<file path="src/rtl/regfile_pkg.sv">
// Shared defaults and helpers for the register file with pending-write scoreboard.
package regfile_pkg;

    localparam int unsigned DEF_N     = 16;
    localparam int unsigned DEF_DEPTH = 8;
    localparam int unsigned DEF_AW    = $clog2(DEF_DEPTH);

    // Address width for a given register count (at least one bit).
    function automatic int unsigned addr_width(input int unsigned depth);
        return (depth < 2) ? 1 : $clog2(depth);
    endfunction

endpackage

</file>
<file path="src/rtl/regfile_scoreboard_pending_table.sv">
// Per-register pending-write bits with flush > issue-set > write-back-clear priority.
module rf_pending_table
    import regfile_pkg::*;
#(
    parameter int unsigned DEPTH = DEF_DEPTH,
    parameter int unsigned AW    = addr_width(DEPTH)
) (
    input  logic             clk,
    input  logic             rst,
    input  logic             issue_enable,
    input  logic [AW-1:0]    issue_addr,
    input  logic             write_enable,
    input  logic [AW-1:0]    write_addr,
    input  logic             flush,
    input  logic [AW-1:0]    read_addr1,
    input  logic [AW-1:0]    read_addr2,
    output logic             busy1,
    output logic             busy2,
    output logic [DEPTH-1:0] busy_vec
);

    logic [DEPTH-1:0] pending;
    logic [DEPTH-1:0] pending_next;

    // Next-state per bit; a younger issue wins over a same-address write-back.
    always_comb begin
        pending_next = pending;
        for (int i = 0; i < DEPTH; i++) begin
            if (flush) begin
                pending_next[i] = 1'b0;
            end else if (issue_enable && (issue_addr == AW'(i))) begin
                pending_next[i] = 1'b1;
            end else if (write_enable && (write_addr == AW'(i))) begin
                pending_next[i] = 1'b0;
            end
        end
    end

    // Scoreboard state register.
    always_ff @(posedge clk or posedge rst) begin
        if (rst) begin
            pending <= '0;
        end else begin
            pending <= pending_next;
        end
    end

    // Lookups reflect pre-edge state; same-cycle write-back is deliberately not bypassed.
    assign busy_vec = pending;
    assign busy1    = pending[read_addr1];
    assign busy2    = pending[read_addr2];

endmodule

</file>
<file path="src/rtl/regfile_scoreboard.sv">
// Parametrised register file: two registered read ports with write bypass, one write port,
// plus a pending-write scoreboard for RAW hazard detection at decode.
module regfile_scoreboard
    import regfile_pkg::*;
#(
    parameter int unsigned N     = DEF_N,
    parameter int unsigned DEPTH = DEF_DEPTH,
    parameter int unsigned AW    = addr_width(DEPTH)
) (
    input  logic             clk,
    input  logic             rst,
    input  logic             read_enable,
    input  logic [AW-1:0]    read_addr1,
    input  logic [AW-1:0]    read_addr2,
    output logic [N-1:0]     read_data1,
    output logic [N-1:0]     read_data2,
    input  logic             write_enable,
    input  logic [AW-1:0]    write_addr,
    input  logic [N-1:0]     write_data,
    input  logic             issue_enable,
    input  logic [AW-1:0]    issue_addr,
    input  logic             flush,
    output logic             busy1,
    output logic             busy2,
    output logic [DEPTH-1:0] busy_vec
);

    logic [N-1:0] regs [DEPTH];
    logic         hit1;
    logic         hit2;

    assign hit1 = write_enable && (write_addr == read_addr1);
    assign hit2 = write_enable && (write_addr == read_addr2);

    // Architectural storage, written at the edge on write-back.
    always_ff @(posedge clk or posedge rst) begin
        if (rst) begin
            for (int i = 0; i < DEPTH; i++) begin
                regs[i] <= '0;
            end
        end else if (write_enable) begin
            regs[write_addr] <= write_data;
        end
    end

    // Registered read ports; same-cycle write data is forwarded instead of the stale entry.
    always_ff @(posedge clk or posedge rst) begin
        if (rst) begin
            read_data1 <= '0;
            read_data2 <= '0;
        end else if (read_enable) begin
            read_data1 <= hit1 ? write_data : regs[read_addr1];
            read_data2 <= hit2 ? write_data : regs[read_addr2];
        end
    end

    rf_pending_table #(
        .DEPTH (DEPTH),
        .AW    (AW)
    ) u_pending (
        .clk          (clk),
        .rst          (rst),
        .issue_enable (issue_enable),
        .issue_addr   (issue_addr),
        .write_enable (write_enable),
        .write_addr   (write_addr),
        .flush        (flush),
        .read_addr1   (read_addr1),
        .read_addr2   (read_addr2),
        .busy1        (busy1),
        .busy2        (busy2),
        .busy_vec     (busy_vec)
    );

endmodule
</file>
<file path="config.mk">
export PLATFORM = sky130hd
export DESIGN_NAME = regfile_scoreboard
export DESIGN_NICKNAME = d
export VERILOG_FILES = /design/src/rtl/regfile_pkg.sv /design/src/rtl/regfile_scoreboard_pending_table.sv /design/src/rtl/regfile_scoreboard.sv
export SDC_FILE = /design/constraint.sdc
export NUM_CORES = 1
export LEC_CHECK = 0
export CORE_UTILIZATION = 40
export CTS_BUF_LIST = sky130_fd_sc_hd__clkbuf_8
export DETAILED_ROUTE_END_ITERATION = 8
export PLACE_DENSITY = 0.59
export SYNTH_ARGS = -nofsm -noshare
export SYNTH_HDL_FRONTEND = slang
export SYNTH_HIERARCHICAL = 1
export SYNTH_SLANG_ARGS = --single-unit
</file>
<file path="constraint.sdc">
create_clock -name clk -period 7.15 [get_ports clk]
set_input_delay 2.145 -clock clk [delete_from_list [all_inputs] [get_ports clk]]
set_output_delay 2.145 -clock clk [all_outputs]
set_load 0.1 [all_outputs]
</file>
==> results_dict.tcl <==
set metrics [dict create \
    totalWireLength_um 22600 \
    max_freq_mhz 172 \
    ctsHoldBuffers 0 \
    cpPeakStageDelay_ns 0.50 \
    gp_congestion 0.799 \
    placed_area_um2 9600 \
    cp_common_cell "buf_4" \
    grt_antenna_before_repair 0 \
    overflow 0 \
    skew_ns 0.0115 \
    syn-cell-area_um2 8770 \
    cts_buffers 17 \
    yosysWarnings 6 \
    cts_max_path_buffers 2 \
    hold_end "read_data1[2]" \
    r2r_end "read_data1[9]" \
    ys.flop_type "dfrtp_1" \
    p_clk_share_pct 23.9 \
    initial_core_util_pct 41.2 \
    crit_buf_inv 3 \
    setup_violations 0 \
    drc 0 \
    r2r_slack_ns 5.63 \
    hpwl_um 13600 \
    worstHoldPathType "flop to flop" \
    post_cts_buffers 0 \
    synth-seq-cells 168 \
    wire_per_inst_um 24.3 \
    root_buffer "clkbuf_8" \
    r2r-start "regs[25]" \
    vias_per_cell 6.06 \
    firstDrtPassIters 5 \
    seq_area_frac_synth_pct 47.9 \
    worstSetupStartpointType "input pin" \
    fin_nets 679 \
    timing.final.crit_share_pct 81.2 \
    critPathKind "input pin to output pin" \
    slowest_stage "buf_4" \
    final_cell_area_um2 10000 \
    port_buffers 75 \
    rows 53 \
    die_h_um 150 \
    endpoint_kind "output pin" \
    worstPathMaxFanout 34 \
    period_minus_slack_ns 5.80 \
    first_iter_violations 290 \
    syn_area_per_cell_um2 15.0 \
    switchingPower_mw 1.10 \
    clk_latency_ns 0.46 \
    core-area_um2 21300 \
    syn-num-nets 617 \
    cpLargestDelayFamily "buffers and inverters" \
    clk_pin_slew_ns 0.09 \
    powerDensity_nw_per_um2 304 \
    grt_use_total_pct 21.7 \
    area_growth_syn_to_layout_pct 14.2 \
    cp.required_ns 5.01 \
    startpoint "read_addr1[2]" \
    grt_max_degree 114 \
    vias 5650 \
    cap_violations 0 \
    peakVddDrop_uv 151 \
    p_total_mw 3.04 \
    p_int_mw 1.94 \
    cts_tree "done" \
    h-tree-depth 4 \
    report.final.slew_viol_count 0 \
    antenna_left 0 \
    slew-limit-headroom_pct 16.9 \
    status "complete, no violations" \
    clkSinkCount 168 \
    nFillCells 1814 \
    grt_pass1_vias 6168 \
    die_w_um 150 \
    drive_gt1_share_pct 36.2 \
    tightest_slew_ns 1.24 \
    grt_setup_unrepaired "no" \
    cts_resized 0 \
    cp_data_arrival_time_ns 3.66 \
    grt_pass1_wl_um 35700 \
    ioPinCount 76 \
    crit_chain "buf_2 > buf_4 > mux4_1 > mux2_2 > buf_4" \
    p_comb_share_pct 33.3 \
    fp.dieArea_um2 22500 \
    swShare_pct 36.2 \
    p_leak_nw 4.12 \
    hold_viol 0 \
    syn_inst 583 \
    diodes 0 \
    seqPwrFrac_pct 42.8 \
    reg2reg_depth 3 \
    synthDistinctLibCells 31 \
    holdCritStartpoint "read_data1[2]" \
    holdPathStages 2 \
    synth-edff-count 0 \
    fin_tns_setup_ns 0 \
    ys_async_sr_fraction_pct 100 \
]
## cell usage in the layout (no fill, tap or decap)
master and instances:
dfrtp_1 168, mux2_2 126, clkdlybuf4s50_1 69, nand2_1 59, mux4_2 55, mux2i_1 32, o221ai_1 32, clkbuf_8 20
mux4_1 13, buf_4 12, o21ai_0 10, a21oi_1 8, xnor2_1 6, buf_2 4, nand3_1 4, nand4b_2 3
inv_6 3, nand4_1 3, clkinv_2 3, clkinvlp_4 3, bufinv_16 3, nand2b_1 3, nor2b_1 3, inv_1 2
nor3_4 2, nor3b_4 2, a41o_1 2, o31ai_1 2, nand2b_4 1, clkinv_1 1, nand4_2 1, nand4b_1 1
nor2_1 1
## Yosys cell counts, types with 4 or more instances
master | number | share of area [%]
mux2i_1 | 32 | 3.7
dfrtp_1 | 168 | 48
mux2_2 | 126 | 16
nand2_1 | 59 | 2.5
clkbuf_1 | 5 | 0.21
o21ai_0 | 10 | 0.57
buf_2 | 12 | 0.68
mux4_1 | 13 | 3.9
a21oi_1 | 8 | 0.46
xnor2_1 | 6 | 0.60
buf_6 | 14 | 1.8
buf_4 | 9 | 0.77
mux4_2 | 55 | 14
o221ai_1 | 32 | 3.2
nand3_1 | 4 | 0.23
## per-stage QoR
stage	setup WS [ns]	hold WS [ns]	util (%)	instances
after detailed placement	1.33	0.481	45.1	901
after global placement	1.37	0.475	45.1	901
final	1.35	0.504	47.1	932
after global routing	1.30	0.533	47.1	932
after CTS	1.33	0.505	47.1	932
after floorplan	0.685	0.458	-	583
## worst reg2reg max path, stage by stage (launching register included)
cell and delay (ns):
dfrtp_1 0.41, mux4_2 0.47, mux2i_1 0.30, o221ai_1 0.19
## metal layers
metal,part of all wire (%),track usage [%],up-vias
li1,-,-,2407
met1,42,28.0,3036
met5,0,0,-
met2,51,36.3,172
met4,2.0,7.22,0
met3,4.9,4.51,35
## logic make-up after synthesis
kind of cell	share of synthesized area, %
DFF	47.9
xor gates and xnor gates	0.599
AOI/OAI and AO/OA	4.62
and+or+nand+nor	5.15
buffers and inverters	3.84
muxes	37.9
## power groups by stage
stage                     logic, mW  registers (mW)  clock network, mW
final                          1.01            1.30              0.726
after global routing           1.07            1.33              0.782
after CTS                      1.02            1.30              0.744
after detailed placement       1.02            1.32                  0
after global placement         1.00            1.29                  0
after floorplan               0.456            1.62                  0
## registers in the layout, summed over array words and instances, names as in the netlist
| register | cells |
|---|---|
| read_data2 | 16 |
| u_pending/busy_vec | 8 |
| read_data1 | 16 |
| regs | 128 |
## worst max path at each step
stage | endpoint | depth (start not counted) | slack (ns)
after floorplan | read_data1[0] | 1 | 0.69
after global placement | busy1 | 5 | 1.37
after detailed placement | busy1 | 5 | 1.33
after CTS | busy1 | 5 | 1.33
after global routing | busy1 | 5 | 1.30
final | busy1 | 5 | 1.35
## final cells by class
class	instances	area [µm²]	area share, %
Multi-Input combinational cell	369	4230	42.2
Tap cell	275	344	3.43
Sequential cell	168	4200	42.0
Clock inverter	11	145	1.45
Timing Repair Buffer	85	801	7.99
Clock buffer	20	275	2.75
Inverter	4	20.0	0.200
Power figures use the tool's default switching activity.
